**src/rtl/uart_rx.sv**
```systemverilog
// UART receiver: 2-flop input synchroniser, 16x oversampled start/data/parity/stop
// deframing, an 8-entry receive FIFO and sticky parity/framing/overrun flags.
module uart_rx #(
  parameter int UART_DATA_WIDTH        = 8,
  parameter int UART_RX_FIFO_DEPTH     = 8,
  parameter int UART_RX_FIFO_PTR_WIDTH = $clog2(UART_RX_FIFO_DEPTH)
) (
  input  logic                       ACLK,
  input  logic                       ARESETn,
  input  logic                       rx_sample_pulse,
  input  logic                       UART_RX,
  input  logic                       data_bits,
  input  logic                       parity_en,
  input  logic                       parity_odd0_even1,
  input  logic                       rx_data_rd,
  input  logic                       err_clr,
  output logic [UART_DATA_WIDTH-1:0] rx_data,
  output logic                       rx_data_valid,
  output logic                       rx_full,
  output logic                       parity_err,
  output logic                       frame_err,
  output logic                       overrun_err
);

  localparam int PW = UART_RX_FIFO_PTR_WIDTH;

  typedef enum logic [2:0] {
    S_IDLE,
    S_START,
    S_DATA,
    S_PARITY,
    S_STOP
  } state_t;

  state_t                     state_q, state_d;
  logic [1:0]                 sync_q;
  logic                       prev_q;
  logic                       rxs;
  logic [3:0]                 cnt_q, cnt_d;
  logic [2:0]                 bit_cnt_q, bit_cnt_d;
  logic [UART_DATA_WIDTH-1:0] data_q, data_d;
  logic                       par_bad_q, par_bad_d;
  logic                       armed_q, armed_d;
  logic                       parity_err_q, parity_err_d;
  logic                       frame_err_q, frame_err_d;
  logic                       overrun_err_q, overrun_err_d;
  logic [PW:0]                wr_ptr_q, wr_ptr_d;
  logic [PW:0]                rd_ptr_q, rd_ptr_d;
  logic [UART_DATA_WIDTH-1:0] mem_q [UART_RX_FIFO_DEPTH];

  logic wrap;
  logic push_req;
  logic par_set;
  logic frm_set;
  logic ovr_set;
  logic fifo_empty;
  logic fifo_full;
  logic pop;
  logic push;

  assign rxs  = sync_q[1];
  assign wrap = rx_sample_pulse && (cnt_q == 4'hF);

  // Synchroniser and edge-detect history idle high so reset never looks like a start edge.
  always_ff @(posedge ACLK or negedge ARESETn) begin
    if (!ARESETn) begin
      sync_q <= 2'b11;
      prev_q <= 1'b1;
    end else begin
      sync_q <= {sync_q[0], UART_RX};
      prev_q <= sync_q[1];
    end
  end

  always_ff @(posedge ACLK or negedge ARESETn) begin
    if (!ARESETn) begin
      state_q       <= S_IDLE;
      cnt_q         <= 4'd0;
      bit_cnt_q     <= 3'd0;
      data_q        <= '0;
      par_bad_q     <= 1'b0;
      armed_q       <= 1'b1;
      parity_err_q  <= 1'b0;
      frame_err_q   <= 1'b0;
      overrun_err_q <= 1'b0;
      wr_ptr_q      <= '0;
      rd_ptr_q      <= '0;
    end else begin
      state_q       <= state_d;
      cnt_q         <= cnt_d;
      bit_cnt_q     <= bit_cnt_d;
      data_q        <= data_d;
      par_bad_q     <= par_bad_d;
      armed_q       <= armed_d;
      parity_err_q  <= parity_err_d;
      frame_err_q   <= frame_err_d;
      overrun_err_q <= overrun_err_d;
      wr_ptr_q      <= wr_ptr_d;
      rd_ptr_q      <= rd_ptr_d;
    end
  end

  always_comb begin
    state_d   = state_q;
    cnt_d     = cnt_q;
    bit_cnt_d = bit_cnt_q;
    data_d    = data_q;
    par_bad_d = par_bad_q;
    armed_d   = armed_q;
    push_req  = 1'b0;
    par_set   = 1'b0;
    frm_set   = 1'b0;
    if (rx_sample_pulse) begin
      cnt_d = cnt_q + 4'd1;
    end
    case (state_q)
      S_IDLE: begin
        // After a bad stop bit the line must return high before a new start is accepted.
        if (!armed_q) begin
          if (rxs) begin
            armed_d = 1'b1;
          end
        end else if (prev_q && !rxs) begin
          state_d = S_START;
          cnt_d   = 4'd0;
        end
      end
      S_START: begin
        if (rx_sample_pulse && (cnt_q == 4'd7)) begin
          if (!rxs) begin
            state_d   = S_DATA;
            cnt_d     = 4'd0;
            bit_cnt_d = 3'd0;
            data_d    = '0;
            par_bad_d = 1'b0;
          end else begin
            state_d = S_IDLE;
          end
        end
      end
      S_DATA: begin
        if (wrap) begin
          data_d[bit_cnt_q] = rxs;
          bit_cnt_d         = bit_cnt_q + 3'd1;
          // >= keeps the state bounded even if data_bits flips mid-frame.
          if (bit_cnt_q >= {2'b11, data_bits}) begin
            state_d = parity_en ? S_PARITY : S_STOP;
          end
        end
      end
      S_PARITY: begin
        if (wrap) begin
          par_bad_d = (^data_q) ^ rxs ^ ~parity_odd0_even1;
          state_d   = S_STOP;
        end
      end
      S_STOP: begin
        if (wrap) begin
          state_d = S_IDLE;
          if (rxs) begin
            push_req = 1'b1;
            par_set  = par_bad_q;
          end else begin
            frm_set = 1'b1;
            armed_d = 1'b0;
          end
        end
      end
      default: begin
        state_d = S_IDLE;
      end
    endcase
  end

  // Pop is resolved before push, so a full FIFO being read this cycle still accepts a byte.
  always_comb begin
    fifo_empty    = (wr_ptr_q == rd_ptr_q);
    fifo_full     = (wr_ptr_q[PW] != rd_ptr_q[PW]) && (wr_ptr_q[PW-1:0] == rd_ptr_q[PW-1:0]);
    pop           = rx_data_rd && !fifo_empty;
    push          = push_req && (!fifo_full || pop);
    ovr_set       = push_req && fifo_full && !pop;
    rd_ptr_d      = rd_ptr_q + {{PW{1'b0}}, pop};
    wr_ptr_d      = wr_ptr_q + {{PW{1'b0}}, push};
    parity_err_d  = par_set | (parity_err_q & ~err_clr);
    frame_err_d   = frm_set | (frame_err_q & ~err_clr);
    overrun_err_d = ovr_set | (overrun_err_q & ~err_clr);
  end

  always_ff @(posedge ACLK or negedge ARESETn) begin
    if (!ARESETn) begin
      for (int i = 0; i < UART_RX_FIFO_DEPTH; i++) begin
        mem_q[i] <= '0;
      end
    end else if (push) begin
      mem_q[wr_ptr_q[PW-1:0]] <= data_q;
    end
  end

  assign rx_data       = mem_q[rd_ptr_q[PW-1:0]];
  assign rx_data_valid = !fifo_empty;
  assign rx_full       = fifo_full;
  assign parity_err    = parity_err_q;
  assign frame_err     = frame_err_q;
  assign overrun_err   = overrun_err_q;

endmodule
```
**config.mk**
```make
export PLATFORM = sky130hd
export DESIGN_NAME = uart_rx
export DESIGN_NICKNAME = d
export VERILOG_FILES = /design/src/rtl/uart_rx.sv
export SDC_FILE = /design/constraint.sdc
export NUM_CORES = 1
export LEC_CHECK = 0
export ABC_AREA = 1
export BUFFER_PORTS_ARGS = -buffer_cell sky130_fd_sc_hd__buf_2
export CORE_MARGIN = 4
export CORE_UTILIZATION = 40
export CTS_CLUSTER_DIAMETER = 100
export DETAILED_ROUTE_END_ITERATION = 6
export GPL_TIMING_DRIVEN = 0
export PLACE_DENSITY = 0.64
export SLEW_MARGIN = 20
export SYNTH_ARGS = -nofsm -noshare
export SYNTH_HDL_FRONTEND = slang
export SYNTH_SLANG_ARGS = --single-unit
```
**constraint.sdc**
```tcl
create_clock -name ACLK -period 2.1 [get_ports ACLK]
set_clock_uncertainty 0.1 [all_clocks]
set_input_delay 0.315 -clock ACLK [delete_from_list [all_inputs] [get_ports ACLK]]
set_output_delay 0.315 -clock ACLK [all_outputs]
set_load 0.01 [all_outputs]
```
# --- Word level (Yosys, flattened, before mapping) ---
# Index checks and enable logic that the tools add are counted.
word_totals:
  regBits: 98
  inputBits: 9
  wordCells: 134
classes:
  add_sub_neg: 4
  n_lt_le_gt_ge: 6
  n_eq_ne: 18
  mux: 49
  bitwise_logic: 12
  n_reduce_logical: 24
ops:
  columns: ["op", "n"]
  rows:
  - ["64-bit bitwise mux", 1]
  - ["8-bit 2-to-1 mux", 6]
  - ["3-bit 2-to-1 mux", 11]
  - ["8-bit binary-select mux with 3-bit select", 1]
  - ["8-bit demux with 3-bit select", 1]
  - ["4-bit 2-to-1 mux", 5]
  - ["2-bit != test (second input constant)", 9]
  - ["8-bit case mux with 2 select lines", 1]
  - ["1-bit 2-to-1 mux", 15]
  - ["3-bit case mux with 5 select lines", 1]
  - ["1-bit logical AND", 10]
  - ["4-bit by 1-bit adder with 4-bit output", 2]
  - ["8-bit bitwise mux", 1]
  - ["4-bit >= comparator (second input constant)", 2]
  - ["3-bit NOT with 4-bit output", 2]
  - ["4-bit case mux with 2 select lines", 1]
  - ["8-bit parity", 1]
  - ["7-bit AND reduction", 1]
  - ["3-bit by 2-bit == test with 1-bit output (second input constant)", 2]
  - ["3-bit case mux with 2 select lines", 1]
  - ["3-bit AND reduction", 2]
  - ["2-bit nonzero test", 3]
  - ["4-bit by 1-bit adder with 4-bit output (second input constant)", 1]
  - ["4-bit by 3-bit == test with 1-bit output (second input constant)", 1]
  - ["other kinds (22)", 32]

# --- Logic depth before layout (Yosys ltp) ---
depth:
  depth_word: 7
  ltp_mapped: 11
  depth_no_buf: 11

# --- Worst setup path after synthesis ---
# OpenSTA, ideal clock, no wires.
synth_timing:
  path_kind: "flip-flop to flip-flop"
  startpoint: "register rd_ptr_q[1]"
  endpoint: "register wr_ptr_q[2]"
  setup_ns: 0.125
  arrival_time_ns: 1.712
  required_time_ns: 1.875
  path_slack_ns: 0.163
  stages_incl_launch_ff: 11
  n_path_buf: 1
  synth_period_minus_slack_ns: 1.937
  path_cell_list: "dfrtp_1 buf_6 xnor2_1 nand2_1 nor2_4 nand3_4 nand2_1 inv_1 ha_1 ha_1 xor2_1"
synth_via:
  elab_chain_len: 6
  elab_cells_between_ends: 9
  classes_between: "add/sub: 1; eq/ne: 2; reduce/logical: 6"
synth_lines:
  columns: ["item", "line_no", "text"]
  rows:
  - ["from (decl)", "48", "logic [PW:0] rd_ptr_q, rd_ptr_d;"]
  - ["from (signal assigned)", "99", "rd_ptr_q <= rd_ptr_d;"]
  - ["4-bit == test / 3-bit == test (equally long branches)", "177, 178", null]
  - ["1-bit logical NOT / 1-bit logical AND (equally long branches)", "179, 178", null]
  - ["1-bit logical AND / 1-bit logical NOT (equally long branches)", "179, 180", null]
  - ["1-bit logical OR (*)", "180", "push = push_req && (!fifo_full || pop);"]
  - ["1-bit logical AND (*)", "180", null]
  - ["4-bit by 1-bit adder with 4-bit output (*)", "183", "wr_ptr_d = wr_ptr_q + {{PW{1'b0}}, push};"]
  - ["named net wr_ptr_d[2]", "47", "logic [PW:0] wr_ptr_q, wr_ptr_d;"]
  - ["to (signal assigned)", "98", "wr_ptr_q <= wr_ptr_d;"]
  - ["to (decl)", "47", null]
# Mark *: on every way through the listed nets, which the timed path passes. The rest lies on a longest branch.
# A chain may end at the register's enable or synchronous reset.

# --- Worst setup path in the final report ---
layout_timing:
  startpoint: "register rd_ptr_q[0]"
  endpoint: "output rx_data[3]"
layout_via:
  elab_chain_len: 4
layout_lines:
  columns: ["item", "line_no", "text"]
  rows:
  - ["3-bit NOT with 4-bit output (not written as such)", "199", "assign rx_data = mem_q[rd_ptr_q[PW-1:0]];"]
  - ["8-bit binary-select mux with 3-bit select", "199", null]
  - ["8-bit 2-to-1 mux (not written as such) (2 in a row)", "199", null]
  - ["to (decl)", "17", "output logic [UART_DATA_WIDTH-1:0] rx_data,"]
# Every way passes these cells. The select of a mux whose other input is x is not followed.

==> results by group <==
Outcome
  – Status: finished, violations left
  – Failing checks: setup timing

Setup path
  – Crit path arrival time: 1.71 ns
  – Setup crit end kind: primary output
  – CP most frequent cell: nand2_1
  – Slowest stage delay, CP: 0.39 ns
  – Critical-path top delay cell: dfrtp_1
  – Cells along the critical path: buf_6, clkbuf_4, o21ai_1, o32ai_2, nand2_1, nand2_1, buf_2
  – Worst Path Max Fanout: 10
  – Startpoint Class: flop
  – WP data required: 1.68 ns
  – Type of the worst setup path: reg -> out

Cells and area
  – Area grow syn2layout: 20.09%
  – ANT cells: 0
  – Multi-input logic area: 2386 µm²
  – FILL cells: 1155
  – Post-layout util: 49.60%
  – Ratio of cells with drive above 1 in the final layout: 20.81%
  – Nets@finish: 655
  – Sequential cell area: 2457 µm²

STA
  – RSZ-0062 raised after global routing: yes
  – Minimum clock period after layout: 2.126 ns
  – Count of final max-slew check failures: 0
  – Maximum clock rate: 470.4 MHz
  – Max_slew headroom: 67.09%
  – Worst Max-Slew Pin Slew: 0.4932 ns
  – Setup ws final: -0.02579 ns
  – Setup violators final: 3
  – Hold Fails Final Rpt: 0
  – Crit share post-route: 101.2%

Clock tree
  – Worst-Skew Late Latency: 0.35 ns
  – CTS tree: built
  – CTS Buffer Depth: 2
  – H-tree lvl count: 3
  – Clock root buffer: clkbuf_16
  – Clock Sinks: 98
  – Num CTS Buffers: 9
  – Clk pin slew, worst setup/hold paths: 0.06 ns

Yosys
  – Syn_area_per_cell: 8.450 µm²
  – Yosys reg bits: 98
  – Sequential area share after synthesis: 49.12%
  – Net Count, Synth: 608
  – Synth area leader: dfrtp_1
  – Yosys warnings: 0
  – Synth area leaders: dfrtp_1 (47%), nand2_1 (13%), o21ai_1 (6.6%)
  – Count leader, synth: nand2_1
  – Netlist Area Pre-Place: 5002 µm²
  – EDFF count, synth: 0
  – Main synth FF type: dfrtp_1
  – Asr flop ratio synth: 100.0%
  – Yosys cell types: 37
  – Cells after synthesis: 592
  – Synth top area share: 47.02%
  – Most frequent cells after synthesis: nand2_1 (171), dfrtp_1 (94), nor2_1 (82), o21ai_1 (66), inv_1 (34)

Global routing
  – Initial antenna violation count: 0
  – Largest net degree at the start of global routing: 73
  – First-pass GRT wire length: 20.39 mm
  – GRT overflow: 0
  – GRT Total Usage: 18.00%
  – Vias in the first global route: 4083

Pwr
  – Overall power: 0.006541 W
  – Cell Pwr Density: 1089 nW/µm²
  – Peak VDD IR: 0.6334 mV
  – Lkg Pwr: 2.775 nW

Drt
  – DR vias: 4240
  – Routed Antenna Nets: 0
  – Iter 0 DRT Violations: 333
  – Via-to-Cell Ratio: 5.222
  – Routed WL per cell: 15.39 µm
  – Routed wire length: 12.50 mm
  – DRC viols: 0
  – DRT Pass-1 Iters: 5

Job
  – Max Cap Viol: 0

Die
  – Die Span Y: 119.8 µm
  – I/O pins: 22
  – Starting density of the core: 41.30%
  – Core Box Area: 12110 µm²
  – Die Wd: 119.8 µm
  – Die area: 14360 µm²
  – Floorplan row count: 40

Placed design
  – Buffers added on ports: 20
  – Gp weighted congestion: 0.8244
  – DP HPWL: 8.442 mm
  – Pre-CTS setup slack: -0.06562 ns

Hold path
  – Worst hold-check path type: in -> reg
[worst paths after layout]
check | startpoint | endpoint | slack [ns] | cells past startpoint
worst max-delay path | rd_ptr_q[0]$_DFF_PN0_ | rx_data[3] | -0.03 | 7
worst min-delay path | err_clr | frame_err$_DFF_PN0_ | 0.06 | 2
worst max register to register | rd_ptr_q[0]$_DFF_PN0_ | rd_ptr_q[2]$_DFF_PN0_ | 0.09 | 10
worst min register to register | sync_q[0]$_DFF_PN1_ | sync_q[1]$_DFF_PN1_ | 0.26 | 0
max in group asynchronous | ARESETn | mem_q[41]$_DFFE_PN0P_ | 0.97 | 3
min in group asynchronous | ARESETn | mem_q[23]$_DFFE_PN0P_ | 0.30 | 2
[state kept, by name (all words and copies together) (netlist names)]
register     cells
overrun_err      1
prev_q           1
cnt_q            4
rd_ptr_q         4
wr_ptr_q         4
sync_q           2
frame_err        1
bit_cnt_q        3
state_q          3
mem_q           64
par_bad_q        1
data_q           8
armed_q          1
parity_err       1
[final cells by class]
type	instances	share of cell area, %
Sequential cell	98	40.91
Multi-Input combinational cell	432	39.72
Timing Repair Buffer	36	4.562
Buffer	25	4.437
Clock buffer	14	4.228
Tap cell	168	3.499
Inverter	37	2.437
Clock inverter	2	0.2083
[what timing repair did]
action | 4_1_cts | 5_1_grt
hold buffers | 2 | 0
hold endpoints to repair | 27 | 0
pin swaps | 6 | 8
buffers inserted | 5 | 6
cloned | 2 | 0
gates resized for setup | 43 | 43
setup endpoints to repair | 9 | 18
[per-layer routing]
metal | wire [µm] | track usage (%) | part of all wire, % | vias up
met5 | 0 | 0 | 0 | -
met4 | 359 | 6.657 | 2.9 | 0
met3 | 762 | 5.419 | 6.1 | 25
met2 | 5811 | 28.67 | 46 | 120
met1 | 5567 | 23.19 | 45 | 2049
li1 | - | - | - | 2046
[cells by family (layout without fill, tap and decap cells)]
family                     Yosys count  count (layout)  synth area share, %
buffers and inverters               62             114                6.628
AOI/OAI and AO/OA                  122             122                14.28
muxes                                1               1               0.2001
and+or+nand+nor                    291             291                25.94
adders and majority gates            7               7                1.751
DFF                                 98              98                49.12
xor gates and xnor gates            11              11                2.076
[layout by cell type, fill, tap and decap left out, types with 9 or more instances in the layout]
master / synthesis / routed
o21ai_2: 10 / 16
nand2_1: 171 / 169
buf_2: 2 / 20
nand3_4: 9 / 9
buf_6: 9 / 12
nor2_1: 82 / 78
buf_4: 0 / 13
a21oi_1: 9 / 9
o21ai_1: 66 / 76
inv_1: 34 / 33
dfrtp_1: 94 / 94
nand3_1: 11 / 11
clkbuf_16: 0 / 10
o32ai_2: 0 / 13
[critical path, delay by kind of cell, from the launching register on]
family,cells,cell delay [ns]
DFF,1,0.39
and+or+nand+nor,2,0.16
AOI/OAI and AO/OA,2,0.32
buffers and inverters,3,0.50
[power breakdown]
group	internal (W)	leakage [nW]	switching [W]
Sequential	0.00202	1.34	0.000150
Clock	0.000836	0.127	0.000688
Combinational	0.00116	1.31	0.00169
[through the flow]
stage	hold WS, ns	instances	area (µm²)	setup TNS (ns)
3_3_place_gp	0.2470	780	5313	-36.92
2_1_floorplan	-0.08059	592	5002	0
4_1_cts	0.05641	806	5794	-0.1248
6_report	0.06456	812	6007	-0.04922
3_5_place_dp	0.1020	781	5346	-0.2324
5_1_grt	0.06971	812	6007	-0.6895
Power figures use the tool's default switching activity.
